==> src/rtl/bp_be_late_wb_queue_pkg.sv <==
// Shared types and defaults for the late writeback queue.
// The writeback packet layout is common to the integer and float lanes.
package bp_be_late_wb_queue_pkg;

    typedef enum logic [1:0] {
        e_bp_default_cfg        = 2'd0,
        e_bp_unicore_half_cfg   = 2'd1
    } bp_params_e;

    localparam int bp_be_late_wb_starve_limit_gp = 8;
    localparam int rv64_reg_addr_width_gp        = 5;
    localparam int dword_width_gp                = 64;
    localparam int fflags_width_gp               = 5;

    typedef struct packed {
        logic                              ird_w_v;
        logic                              frd_w_v;
        logic [rv64_reg_addr_width_gp-1:0] rd_addr;
        logic [dword_width_gp-1:0]         rd_data;
        logic                              fflags_w_v;
        logic [fflags_width_gp-1:0]        fflags;
    } bp_be_wb_pkt_s;

    localparam int bp_be_wb_pkt_width_gp = $bits(bp_be_wb_pkt_s);

    // Every supported configuration shares the same packet layout today.
    function automatic int wb_pkt_width(bp_params_e cfg);
        case (cfg)
            e_bp_default_cfg: return bp_be_wb_pkt_width_gp;
            default:          return bp_be_wb_pkt_width_gp;
        endcase
    endfunction

endpackage

==> src/rtl/bp_be_late_wb_queue_lane.sv <==
// One late writeback lane: small FIFO, starvation counter and optional bypass.
// Define BP_LATE_WB_BYPASS_EN to let an empty lane forward its input in the same cycle.
module bp_be_late_wb_queue_lane
    import bp_be_late_wb_queue_pkg::*;
#(
    parameter int width_p        = bp_be_wb_pkt_width_gp,
    parameter int depth_p        = 2,
    parameter int starve_limit_p = bp_be_late_wb_starve_limit_gp
) (
    input  logic               clk_i,
    input  logic               reset_n_i,
    input  logic [width_p-1:0] pkt_i,
    input  logic               v_i,
    output logic               yumi_o,
    input  logic               port_free_i,
    output logic [width_p-1:0] pkt_o,
    output logic               pkt_v_o,
    output logic               stall_req_o,
    output logic               empty_o
);

    localparam int ptr_w_lp    = (depth_p > 1) ? $clog2(depth_p) : 1;
    localparam int cnt_w_lp    = $clog2(depth_p + 1);
    localparam int starve_w_lp = $clog2(starve_limit_p + 1);

    localparam logic [ptr_w_lp-1:0]    last_ptr_lp   = ptr_w_lp'(depth_p - 1);
    localparam logic [cnt_w_lp-1:0]    full_cnt_lp   = cnt_w_lp'(depth_p);
    localparam logic [starve_w_lp-1:0] starve_max_lp = starve_w_lp'(starve_limit_p);

    logic [width_p-1:0]     mem_q [depth_p];
    logic [width_p-1:0]     mem_d [depth_p];
    logic [ptr_w_lp-1:0]    rd_ptr_q, rd_ptr_d;
    logic [ptr_w_lp-1:0]    wr_ptr_q, wr_ptr_d;
    logic [cnt_w_lp-1:0]    count_q, count_d;
    logic [starve_w_lp-1:0] starve_q, starve_d;

    logic empty, full, deq, enq, byp;

    always_comb begin
        empty = (count_q == '0);
        full  = (count_q == full_cnt_lp);
        deq   = ~empty & port_free_i;
`ifdef BP_LATE_WB_BYPASS_EN
        byp   = empty & v_i & port_free_i;
`else
        byp   = 1'b0;
`endif
        // Full is acceptable when the head leaves this same cycle.
        yumi_o  = reset_n_i & v_i & (~full | deq);
        enq     = yumi_o & ~byp;
        pkt_v_o = deq | byp;
        pkt_o   = byp ? pkt_i : mem_q[rd_ptr_q];

        mem_d    = mem_q;
        wr_ptr_d = wr_ptr_q;
        rd_ptr_d = rd_ptr_q;
        if (enq) begin
            mem_d[wr_ptr_q] = pkt_i;
            wr_ptr_d = (wr_ptr_q == last_ptr_lp) ? '0 : wr_ptr_q + 1'b1;
        end
        if (deq) begin
            rd_ptr_d = (rd_ptr_q == last_ptr_lp) ? '0 : rd_ptr_q + 1'b1;
        end

        count_d = count_q;
        case ({enq, deq})
            2'b10:   count_d = count_q + 1'b1;
            2'b01:   count_d = count_q - 1'b1;
            default: count_d = count_q;
        endcase

        // Counts cycles the head has been waiting on a busy port.
        starve_d = starve_q;
        if (deq || empty) begin
            starve_d = '0;
        end else if (!port_free_i && (starve_q != starve_max_lp)) begin
            starve_d = starve_q + 1'b1;
        end

        stall_req_o = (starve_q == starve_max_lp);
        empty_o     = empty;
    end

    always_ff @(posedge clk_i or negedge reset_n_i) begin
        if (!reset_n_i) begin
            rd_ptr_q <= '0;
            wr_ptr_q <= '0;
            count_q  <= '0;
            starve_q <= '0;
            for (int i = 0; i < depth_p; i++) begin
                mem_q[i] <= '0;
            end
        end else begin
            rd_ptr_q <= rd_ptr_d;
            wr_ptr_q <= wr_ptr_d;
            count_q  <= count_d;
            starve_q <= starve_d;
            for (int i = 0; i < depth_p; i++) begin
                mem_q[i] <= mem_d[i];
            end
        end
    end

endmodule

==> src/rtl/bp_be_late_wb_queue.sv <==
// Late writeback queue: independent integer and float lanes feeding the regfile late ports.
// Define BP_LATE_WB_BYPASS_EN for same-cycle forwarding through an empty lane.
module bp_be_late_wb_queue
    import bp_be_late_wb_queue_pkg::*;
#(
    parameter bp_params_e bp_params_p    = e_bp_default_cfg,
    parameter int         depth_p        = 2,
    parameter int         starve_limit_p = bp_be_late_wb_starve_limit_gp,
    localparam int        wb_pkt_width_lp = wb_pkt_width(bp_params_p)
) (
    input  logic                       clk_i,
    input  logic                       reset_n_i,

    input  logic [wb_pkt_width_lp-1:0] late_iwb_pkt_i,
    input  logic                       late_iwb_pkt_v_i,
    output logic                       late_iwb_pkt_yumi_o,

    input  logic [wb_pkt_width_lp-1:0] late_fwb_pkt_i,
    input  logic                       late_fwb_pkt_v_i,
    output logic                       late_fwb_pkt_yumi_o,

    input  logic                       iwb_port_free_i,
    input  logic                       fwb_port_free_i,

    output logic [wb_pkt_width_lp-1:0] iwb_pkt_o,
    output logic                       iwb_pkt_v_o,
    output logic [wb_pkt_width_lp-1:0] fwb_pkt_o,
    output logic                       fwb_pkt_v_o,

    output logic                       istall_req_o,
    output logic                       fstall_req_o,
    output logic                       empty_o
);

    logic i_empty, f_empty;

    bp_be_late_wb_queue_lane #(
        .width_p        (wb_pkt_width_lp),
        .depth_p        (depth_p),
        .starve_limit_p (starve_limit_p)
    ) u_int_lane (
        .clk_i       (clk_i),
        .reset_n_i   (reset_n_i),
        .pkt_i       (late_iwb_pkt_i),
        .v_i         (late_iwb_pkt_v_i),
        .yumi_o      (late_iwb_pkt_yumi_o),
        .port_free_i (iwb_port_free_i),
        .pkt_o       (iwb_pkt_o),
        .pkt_v_o     (iwb_pkt_v_o),
        .stall_req_o (istall_req_o),
        .empty_o     (i_empty)
    );

    bp_be_late_wb_queue_lane #(
        .width_p        (wb_pkt_width_lp),
        .depth_p        (depth_p),
        .starve_limit_p (starve_limit_p)
    ) u_fp_lane (
        .clk_i       (clk_i),
        .reset_n_i   (reset_n_i),
        .pkt_i       (late_fwb_pkt_i),
        .v_i         (late_fwb_pkt_v_i),
        .yumi_o      (late_fwb_pkt_yumi_o),
        .port_free_i (fwb_port_free_i),
        .pkt_o       (fwb_pkt_o),
        .pkt_v_o     (fwb_pkt_v_o),
        .stall_req_o (fstall_req_o),
        .empty_o     (f_empty)
    );

    // A packet waiting at the input still counts as work outstanding.
    assign empty_o = i_empty & f_empty & ~late_iwb_pkt_v_i & ~late_fwb_pkt_v_i;

endmodule

==> config.mk <==
export PLATFORM = sky130hd
export DESIGN_NAME = bp_be_late_wb_queue
export DESIGN_NICKNAME = d
export VERILOG_FILES = /design/src/rtl/bp_be_late_wb_queue_pkg.sv /design/src/rtl/bp_be_late_wb_queue_lane.sv /design/src/rtl/bp_be_late_wb_queue.sv
export SDC_FILE = /design/constraint.sdc
export NUM_CORES = 1
export LEC_CHECK = 0
export ABC_AREA = 1
export BUFFER_PORTS_ARGS = -buffer_cell sky130_fd_sc_hd__buf_2
export CAP_MARGIN = 10
export CORE_MARGIN = 2
export CORE_UTILIZATION = 38
export CTS_BUF_LIST = sky130_fd_sc_hd__clkbuf_8
export CTS_CLUSTER_DIAMETER = 150
export DETAILED_ROUTE_END_ITERATION = 8
export RECOVER_POWER = 25
export SYNTH_ARGS = -nofsm -noshare
export SYNTH_HDL_FRONTEND = slang
export SYNTH_SLANG_ARGS = --single-unit
==> constraint.sdc <==
create_clock -name clk_i -period 1.5 [get_ports clk_i]
set_input_delay 0.3 -clock clk_i [delete_from_list [all_inputs] [get_ports clk_i]]
set_output_delay 0.3 -clock clk_i [all_outputs]
set_load 0.02 [all_outputs]
==> impl_results.md <==
- R2R depth: 6
- Initial Util: 38.3%
- Main flop type after synthesis: dfrtp_1
- PortBufs: 320
- HP Start: fwb_port_free_i
- Htree depth: 2
- Setup Skew: 0.0237 ns
- Switching portion of total power: 44.2%
- Insertion delay to the later sink of the worst-skew pair: 0.65 ns
- Startpoint types: flop
- Post-Syn Area: 0.0155 sq mm
- EDFF count, synth: 0
- Crit Path Category: reg2out
- Drt via density: 5.24
- Worst-path fanout max: 11
- Most frequent cells in the layout: nand2_1, dfrtp_1, nand4_1, buf_2, dlygate4sd3_1
- Failing checks: setup timing
- First-pass GRT wire length: 79,700 microns
- PwrDens: 2280 mW/mm^2
- Distinct cells, synth: 21
- Relative slew margins: 30.0%
- Final nets: 2,607
- Maximum VDD drop: 1270 uV
- Initial antenna violation count: 3
- Die width: 206 microns
- Share of post-route cells with drive strength above 1: 24.6%
- Critical Path AT: 1.75 ns
- Initial drt markers: 1,422
- Root Buffer: clkbuf_8
- Min setup slack post-route: -0.553 ns
- CTS tree: yes
- Hold WC Path Type: in2reg
- Fin cells: 3,011
- GPL Wtd Cong: 0.854
- R2r endpoint: u_int_lane.mem_q[119]
- Seq cells post-synth: 324
- Core Footprint: 0.0406 sq mm
- CP required: 1.20 ns
- Final setup vio count: 279
- Commonest non-fill, non-tap cell in the layout: nand2_1
- Cell count after synthesis: 1,980
- Crit Reg-Reg Startpoint: u_int_lane.count_q[1]
- Crit share post-route: 137%
- Ys Warns: 0
- Vias in the first global route: 15,083
- Die Footprint: 0.0425 sq mm
- RSZ-0062 raised after global routing: true
- Max Slew Vio Count: 0
- Final hold viol count: 0
- Worst Hold End: u_fp_lane.starve_q[3]
- Reg2Reg Setup Slack: -0.12 ns
- GRT Residual Overflow: 0
- Max Clk Rate: 487 MHz
- Initial DRT Pass Iterations: 6
- Post-DR wirelength/cell: 17.2 microns
- Worst slew pin tran: 1.05 ns
- Post-route minimum period: 2.05 ns
- TritonCTS buffer count: 56
- Syn Area/Cell: 7.85 sq um
- Logic pwr share: 53.6%
- Sink Count: 324
- CTS clock-pin slew for the worst setup and hold paths: 0.06 ns
- Async set or reset register ratio after synthesis: 100%
- Core Rows: 74
- Leak: 0.0118 uW
- Clock share of power: 14.9%
- Syn nets: 2,146
- Outcome: finished with violations
- Flop pwr share: 31.5%
- MaxCap Viol Count: 0
- Total GRT Usage: 23.3%
- Placed Instances: 2,730
- Worst slack, placed: -0.0142 ns
- Final WL: 51,800 microns
- DR vias: 15,779
- Area grow syn2layout: 41.5%
- Crit end category: output port
- Internal power: 28,000 uW
- CTS Buffer Depth: 3
- Post-synthesis sequential area ratio: 52.2%
- Sw power: 22,200 uW
- Post-DRT Antenna Nets: 0
- Post-route DRC: 0
- I/O Pins: 321
- WHS Path Cells: 4
- DP Wirelength: 29,300 microns
- Largest net degree at the start of global routing: 160
- Vert. Die Dim: 206 microns
worst max-delay path: stages (launching register included):
cell     delay, ns
dfrtp_2       0.42
buf_6         0.17
buf_6         0.17
nand2_1       0.06
nand2_1       0.12
buf_2         0.18
stage by stage:
stage	TNS [ns]	power, uW	hold WS (ns)	cell area [sq um]	util (%)
after floorplan	0	28600	0.00441	15500	-
after global placement	0	36000	0.453	17800	43.8
after detailed placement	-0.0142	36300	0.458	17800	43.8
after CTS	-91.01	46600	0.0440	21000	51.8
after global routing	-126.12	53600	0.0977	22000	54.2
final	-86.13	50200	0.118	22000	54.2
worst max-delay path by stage:
stage                                startpoint                    to  slack (ns)  depth (start not counted)
after floorplan            u_fp_lane.count_q[0]  u_fp_lane.count_q[1]        0.05                          8
after global placement     u_fp_lane.count_q[0]  u_fp_lane.count_q[1]        0.03                          8
after detailed placement   u_fp_lane.count_q[0]  u_fp_lane.count_q[1]       -0.01                          8
after CTS                   u_int_lane.rd_ptr_q         iwb_pkt_o[47]       -0.63                          5
after global routing      u_int_lane.count_q[1]               empty_o       -0.62                          6
final                       u_int_lane.rd_ptr_q         iwb_pkt_o[67]       -0.55                          5
synth_stat cells (4+ instances only):
master    number  area (sq um)
nand2_1     1114          4180
dfrtp_1      324          8110
nand4_1      312          1950
buf_2         81           405
clkbuf_1      39           146
buf_4         30           225
inv_1         16          60.1
buf_6         10           113
buf_1          8          30.0
inv_2          8          30.0
nor2_1         7          26.3
ha_1           6          75.1
nand3_2        6          60.1
nand3_1        4          20.0
xnor2_1        4          35.0
routing by layer:
metal,wire (microns),global-route usage (%),up-vias
met3,4060,5.17,129
met1,21400,30.9,7575
met4,1930,9.64,2
met5,11,0,-
met2,24400,36.9,677
li1,-,-,7396
logic make-up after synthesis:
family / count (synthesis) / share of synthesized area [%]
buffers and inverters: 192 / 6.50
XOR/XNOR: 6 / 0.338
adder cells (fa/ha/maj): 6 / 0.483
AND/OR/NAND/NOR: 1450 / 40.4
flip-flops: 324 / 52.2
AO/OA/AOI/OAI: 2 / 0.0644
cell type report:
| type | count | area (sq um) |
|---|---|---|
| Antenna cell | 2 | 5.00 |
| Inverter | 24 | 110 |
| Multi-Input combinational cell | 1464 | 6840 |
| Timing Repair Buffer | 571 | 5270 |
| Clock buffer | 62 | 853 |
| Sequential cell | 324 | 8110 |
| Tap cell | 532 | 666 |
| Fill cell | 3737 | 18600 |
| Clock inverter | 32 | 141 |
registers in the layout, indices dropped and copies added (netlist names):
| name | count |
|---|---|
| u_fp_lane.mem_q | 154 |
| u_int_lane.mem_q | 154 |
| u_fp_lane.starve_q | 4 |
| u_int_lane.starve_q | 4 |
| u_fp_lane.count_q | 2 |
| u_int_lane.count_q | 2 |
| u_fp_lane.rd_ptr_q | 1 |
| u_fp_lane.wr_ptr_q | 1 |
| u_int_lane.rd_ptr_q | 1 |
| u_int_lane.wr_ptr_q | 1 |
what timing repair did:
action,4_1_cts,5_1_grt
hold endpoints to repair,634,0
hold buffers,157,0
pin swaps,3,13
setup endpoints to repair,162,313
setup buffers,11,7
gates cloned,4,6
gates resized for setup,155,278
power groups by stage:
stage	sequential, uW	combinational, uW	clock (uW)
after floorplan	14900	13700	0
after global placement	15600	20400	0
after detailed placement	15600	20700	0
after CTS	15500	23400	7700
after global routing	16300	29200	8070
final	15800	26900	7470
No activity file was read; power rests on OpenSTA's default activity.
